==> src/rtl/spi_cmd_sequencer.sv <==
// SPI command sequencer: decodes config and pixel-write commands and feeds a
// single-entry write buffer. Optional `PIXEL_BURST_EN` keeps PIX open with address auto-increment.
module spi_cmd_sequencer (
    input  logic        clk,
    input  logic        rst,
    input  logic [7:0]  rx_data,
    input  logic        rx_valid,
    input  logic        cs_n,
    input  logic        active,
    output logic        wr_en,
    output logic [10:0] wr_addr,
    output logic [5:0]  wr_data,
    output logic [31:0] cfg,
    output logic        cfg_strobe,
    output logic        busy,
    output logic        err
);

    typedef enum logic [2:0] {IDLE, CFG, ADDR_H, ADDR_L, PIX, DISCARD} state_t;

    state_t      state_q, state_d;
    logic [1:0]  cnt_q, cnt_d;
    logic [31:0] shadow_q, shadow_d;
    logic [31:0] cfg_q, cfg_d;
    logic        cfg_strobe_q, cfg_strobe_d;
    logic [10:0] addr_q, addr_d;
    logic [10:0] pend_addr_q, pend_addr_d;
    logic [5:0]  pend_data_q, pend_data_d;
    logic        pend_q, pend_d;
    logic        err_q, err_d;
    logic        drain;

    // The VGA reader owns the memory whenever active is high.
    assign drain = pend_q & ~active;

    always_comb begin
        state_d      = state_q;
        cnt_d        = cnt_q;
        shadow_d     = shadow_q;
        cfg_d        = cfg_q;
        cfg_strobe_d = 1'b0;
        addr_d       = addr_q;
        pend_addr_d  = pend_addr_q;
        pend_data_d  = pend_data_q;
        pend_d       = pend_q & ~drain;
        err_d        = err_q;

        if (cs_n) begin
            state_d = IDLE;
            cnt_d   = '0;
        end else if (rx_valid) begin
            case (state_q)
                IDLE: begin
                    if (rx_data == 8'h01) begin
                        state_d  = CFG;
                        cnt_d    = '0;
                        shadow_d = '0;
                    end else if (rx_data == 8'h02) begin
                        state_d = ADDR_H;
                    end else begin
                        err_d   = 1'b1;
                        state_d = DISCARD;
                    end
                end
                CFG: begin
                    shadow_d = {shadow_q[23:0], rx_data};
                    cnt_d    = cnt_q + 2'd1;
                    if (cnt_q == 2'd3) begin
                        cfg_d        = {shadow_q[23:0], rx_data};
                        cfg_strobe_d = 1'b1;
                        state_d      = IDLE;
                    end
                end
                ADDR_H: begin
                    addr_d  = {rx_data[2:0], addr_q[7:0]};
                    state_d = ADDR_L;
                end
                ADDR_L: begin
                    addr_d  = {addr_q[10:8], rx_data};
                    state_d = PIX;
                end
                PIX: begin
                    // A buffer that drains this cycle can take the new entry.
                    if (pend_q && !drain) begin
                        err_d = 1'b1;
                    end else begin
                        pend_d      = 1'b1;
                        pend_addr_d = addr_q;
                        pend_data_d = rx_data[5:0];
                    end
`ifdef PIXEL_BURST_EN
                    addr_d = addr_q + 11'd1;
`else
                    state_d = IDLE;
`endif
                end
                DISCARD: ;
                default: state_d = IDLE;
            endcase
        end
    end

    always_ff @(posedge clk or posedge rst) begin
        if (rst) begin
            state_q      <= IDLE;
            cnt_q        <= '0;
            shadow_q     <= '0;
            cfg_q        <= '0;
            cfg_strobe_q <= 1'b0;
            addr_q       <= '0;
            pend_addr_q  <= '0;
            pend_data_q  <= '0;
            pend_q       <= 1'b0;
            err_q        <= 1'b0;
        end else begin
            state_q      <= state_d;
            cnt_q        <= cnt_d;
            shadow_q     <= shadow_d;
            cfg_q        <= cfg_d;
            cfg_strobe_q <= cfg_strobe_d;
            addr_q       <= addr_d;
            pend_addr_q  <= pend_addr_d;
            pend_data_q  <= pend_data_d;
            pend_q       <= pend_d;
            err_q        <= err_d;
        end
    end

    assign wr_en      = drain;
    assign wr_addr    = pend_addr_q;
    assign wr_data    = pend_data_q;
    assign cfg        = cfg_q;
    assign cfg_strobe = cfg_strobe_q;
    assign busy       = (state_q != IDLE) | pend_q;
    assign err        = err_q;

endmodule

==> config.mk <==
export PLATFORM = sky130hd
export DESIGN_NAME = spi_cmd_sequencer
export DESIGN_NICKNAME = d
export VERILOG_FILES = /design/src/rtl/spi_cmd_sequencer.sv
export SDC_FILE = /design/constraint.sdc
export NUM_CORES = 1
export LEC_CHECK = 0
export ABC_AREA = 1
export BUFFER_PORTS_ARGS = -buffer_cell sky130_fd_sc_hd__buf_2
export CORE_AREA = 2 2 73 110
export CTS_BUF_LIST = sky130_fd_sc_hd__clkbuf_8
export CTS_CLUSTER_DIAMETER = 150
export DETAILED_ROUTE_END_ITERATION = 8
export DIE_AREA = 0 0 75 112
export PLACE_DENSITY = 0.81
export SLEW_MARGIN = 20
export SYNTH_ARGS = -nofsm -noshare
export SYNTH_HDL_FRONTEND = slang
export SYNTH_SLANG_ARGS = --single-unit
==> constraint.sdc <==
create_clock -name clk -period 3.25 [get_ports clk]
set_clock_uncertainty 0.2 [all_clocks]
set_input_delay 0 -clock clk [delete_from_list [all_inputs] [get_ports clk]]
set_output_delay 0 -clock clk [all_outputs]
set_load 0.03 [all_outputs]
=== After elaboration in Yosys (flattened, before gate mapping) ===
Cells that the tools add are included.

* Add/sub/neg operators: 1
* Eq/ne operators: 15
* Multiplexer cells: 25
* Bitwise logic cells: 9
* Reduce and logical (&&, ||, !) cells: 16

{| class="wikitable"
|+ Operators with widths
! cell !! number
|-
| case mux 24 bit (2 select lines) || 1
|-
| 2-to-1 mux 24 bit || 1
|-
| case mux 11 bit (2 select lines) || 1
|-
| AND reduction 4 bit || 5
|-
| 2-to-1 mux 3 bit || 5
|-
| case mux 3 bit (5 select lines) || 1
|-
| 2-to-1 mux 1 bit || 11
|-
| inequality test 2 bit (second input constant) || 5
|-
| == test 8 x 1 -> 1 bit (second input constant) || 1
|-
| == test 8 x 2 -> 1 bit (second input constant) || 1
|-
| == test 3 x 2 -> 1 bit (second input constant) || 2
|-
| == test 3 bit (second input constant) || 2
|-
| 2-to-1 mux 2 bit || 3
|-
| inequality test 3 bit (second input constant) || 2
|-
| inverter 1 bit || 6
|-
| AND reduction 3 bit || 2
|-
| AND reduction 6 bit || 1
|-
| nonzero test 2 bit || 3
|-
| nonzero test 3 bit || 2
|-
| case mux 2 bit (2 select lines) || 1
|-
| == test 3 x 1 -> 1 bit (second input constant) || 1
|-
| logical NOT 3 bit || 1
|-
| adder 2 x 1 -> 2 bit (second input constant) || 1
|-
| AND 1 bit || 2
|-
| other kinds (5) || 5
|}

* Flip-flop bits (word level): 92
* Output and inout bits: 53
* Word-level logic and storage cells: 77

=== Depth between registers and ports, before layout ===
* Word-level depth: 8
* Depth in mapped cells: 9
* Gate-level depth less buffers: 8

=== Worst setup path after synthesis ===
No wires, ideal clock.

* Kind: register to register
* From: register state_q[1]
* To: register shadow_q[0]
* Library setup time: 0.132 ns
* Arrival: 1.236 ns
* Required time: 2.918 ns
* Setup slack: 1.682 ns
* Cell stages (with the launch flop): 10
* Buffers on the path: 1
* Clock period less this slack: 1.568 ns
* Path through: dfrtp_1 -> inv_1 -> nand2_2 -> nor2_4 -> nand3_1 -> nand2_1 -> nand2_2 -> buf_4 -> nand2_1 -> o21ai_0

* Word-level cells in the longest chain between the ends: 3
* Elaborated cells between the ends (all ways): 6

{| class="wikitable"
|+ Ends and longest elaborated chain
! item !! line !! text
|-
| from (decl) || 21 || <nowiki>state_t state_q, state_d;</nowiki>
|-
| from (signal assigned) || 116 || <nowiki>state_q <= state_d;</nowiki>
|-
| == test 3 x 1 -> 1 bit / logical NOT 3 bit (equally long branches) || 52 || <nowiki>case (state_q)</nowiki>
|-
| nonzero test 2 bit (no line) / inequality test 2 bit (equally long branches) || - ||
|-
| AND reduction 4 bit (no line) || - ||
|-
| to (signal assigned) || 118 || <nowiki>shadow_q <= shadow_d;</nowiki>
|-
| to (decl) || 23 || <nowiki>logic [31:0] shadow_q, shadow_d;</nowiki>
|}

Parallel ways exist; a longest one is shown, timed or not.
A chain may end at the register's enable or synchronous reset.

=== Final worst setup path ===
* From: register state_q[1]
* To: register cnt_q[0]

* Word-level cells in the longest chain between the ends: 4
* Elaborated cells between the ends (all ways): 8

{| class="wikitable"
|+ Ends and longest elaborated chain
! item !! line !! text
|-
| == test 3 x 1 -> 1 bit / logical NOT 3 bit (equally long branches) || 52 ||
|-
| case mux 2 bit (2 select lines) || 52 ||
|-
| 2-to-1 mux 2 bit || 51 || <nowiki>end else if (rx_valid) begin</nowiki>
|-
| 2-to-1 mux 2 bit || 48 || <nowiki>if (cs_n) begin</nowiki>
|-
| to (signal assigned) || 117 || <nowiki>cnt_q <= cnt_d;</nowiki>
|-
| to (decl) || 22 || <nowiki>logic [1:0] cnt_q, cnt_d;</nowiki>
|}

Parallel ways exist; a longest one is shown, timed or not. The select of a mux whose other input is x is not followed.

==> impl_metrics.yaml <==
grt:
  grtUsageMet2_pct: 31.9
  grt_overflow: 0
  antenna_found_initial: 0
  grt_usage_pct: 20.7
  use_met3_pct: 3.98
  grt_pass1_wl_mm: 13.1
  grt_max_degree: 37
  grt_use_met1_pct: 26.9
  grt_busiest_layer: "met2"
  grt_pass1_vias: 2764
synth:
  synth_top_area_share_pct: 62.6
  ys_ff_latch: 92
  yosysWarnings: 0
  avgSynthCellArea_um2: 9.42
  syn_inst: 390
  synth_top_area_cell: "dfrtp_1"
  seq_area_frac_synth_pct: 62.6
  syn-cell-area_um2: 3670
  synth.distinct_cells: 23
  ys_top_cells_by_area: "dfrtp_1, nand2_1, o21ai_0"
  synth_nets: 404
layout:
  final_net_count: 484
  regArea_um2: 2300
  syn2layout_area_growth_pct: 20.2
  final_common_cell: "nand2_1"
  antenna_cells: 0
  layout-drive-gt1-share_pct: 21.9
  fin_area_um2: 4420
  most-common-layout-cells: "nand2_1, dfrtp_1, buf_2"
  multi_input_area_um2: 1120
  fillers: 649
clocking:
  root_buffer: "clkbuf_8"
  post_cts_resized: 0
  cts_tree: "done"
  clk_latency_ns: 0.36
  postCtsSetupBuffers: 0
  htreeDepth: 3
  clockBufferDepth: 2
  numCtsBuffers: 9
  clk_pin_slew_ns: 0.09
  cts.sinks: 92
pwr:
  power.leakage_nw: 2.38
  ir_worst_vdd_uv: 310
  powerDensity_nw_per_um2: 637
timing:
  setup_violations: 0
  fin_setup_tns_ns: 0
  finalHoldViolations: 0
  slew_headroom_pct: 55.5
  fmax_ghz: 0.428
  tightestPinTransition_ns: 0.665
  rsz0062_at_grt: "false"
  fin_crit_sh_pct: 71.8
  fin_crit_ns: 2.33
  slew_violations: 0
drt:
  ant_nets: 0
  wl_per_cell_um: 13.4
  routed_wirelength_mm: 7.71
  routed-via-count: 2866
  first_pass_iters: 4
  initialDrtViolationCount: 231
  via_per_inst: 4.98
  drc: 0
hold_path:
  hold_class: "reg2reg"
run_status:
  outcome: "completed"
die:
  fp-row-count: 39
  ios: 66
  dieArea_um2: 8400
  die_x_um: 75
  start_util_pct: 49.2
  core-area_um2: 7470
  die_y_um: 112
setup_path:
  startpoint_type: "register"
  cp.required_ns: 3.35
  crit_path_max_fanout: 4
  cp_data_arrival_time_ns: 2.44
  endpoint_kind: "register"
  worstSetupPathType: "reg2reg"
flow_run:
  drv_cap: 0
place:
  gp_congestion: 0.882
  dp_hpwl_mm: 5.27
  portBuffers: 65
  dpl_cell_area_um2: 4040
-- registers in the layout (all words and copies together) (netlist names) --
name,count
pend_q,1
wr_addr,11
cfg,32
wr_data,6
err,1
addr_q,11
cnt_q,2
cfg_strobe,1
state_q,3
shadow_q,24
-- worst max-delay path, cell delays in order, from the launching register on --
cell           delay, ns
dfrtp_1             0.42
nor2_2              0.23
nand2_2             0.08
inv_1               0.09
nand4_1             0.07
dlygate4sd3_1       0.56
nand2_1             0.07
dlygate4sd3_1       0.53
-- final timing paths --
| check | from | end | slack, ns | cells after the start |
|---|---|---|---|---|
| setup / recovery | state_q[1] | cnt_q[0] | 0.92 | 7 |
| hold / removal | cfg[29] | cfg[29] | 0.28 | 2 |
| setup reg to reg | state_q[1] | cnt_q[0] | 0.92 | 7 |
| hold reg to reg | cfg[29] | cfg[29] | 0.28 | 2 |
| max in group asynchronous | rst | cfg[8] | 1.52 | 5 |
| min in group asynchronous | rst | shadow_q[11] | 0.55 | 4 |
-- per-layer routing --
metal / share of wire (%) / routed length (µm)
met5: 0 / 0
met3: 3.9 / 302
met4: 3.4 / 261
met2: 51 / 3970
met1: 41 / 3180
-- metrics by stage --
stage | hold slack, ns | worst slack, ns | instances | util, % | power [W]
after floorplan | -0.0882 | 0.658 | 390 | - | 0.00184
after global placement | -0.166 | 1.26 | 545 | 54.1 | 0.00197
after detailed placement | -0.162 | 1.15 | 545 | 54.1 | 0.00200
after CTS | 0.277 | 0.946 | 576 | 59.1 | 0.00284
after global routing | 0.306 | 0.805 | 576 | 59.1 | 0.00298
final | 0.280 | 0.915 | 576 | 59.1 | 0.00281
-- cell families (layout without fill, tap and decap cells) --
| logic type | after synthesis | count (layout) | share of synthesized area, % |
|---|---|---|---|
| AOI/OAI and AO/OA | 69 | 69 | 10.1 |
| DFF | 92 | 92 | 62.6 |
| adders and majority gates | 1 | 1 | 0.340 |
| buffers and inverters | 53 | 137 | 6.84 |
| and+or+nand+nor | 175 | 175 | 20.1 |
-- where the power goes --
part | switching, W | internal, W | total [W] | leakage [nW]
clock | 0.000393 | 0.000430 | 0.000823 | 0.102
sequential | 0.000110 | 0.00134 | 0.00145 | 1.25
combinational | 0.000366 | 0.000176 | 0.000543 | 1.03
-- timing repair --
item / 4_1_cts / 5_1_grt
setup endpoints to repair: 0 / 0
hold buffers: 16 / 0
endpoints found under the hold margin: 143 / 0
-- cell usage after synthesis (all sizes together) --
master	count
nand3	18
ha	1
nand2	143
nand4	4
dfrtp	92
nor3	3
a31oi	1
o21ai	67
nor2	7
inv	38
buf	9
a21boi	1
clkbuf	6
-- area by class of cell --
cell class / instances / share of cell area, %
multi-input combinational: 245 / 25.4
timing repair buffer: 84 / 11.5
tap: 102 / 2.89
clock inverter: 6 / 2.01
inverter: 38 / 3.26
sequential: 92 / 52.1
clock buffer: 9 / 2.81
(Power assumes the default switching activity.)
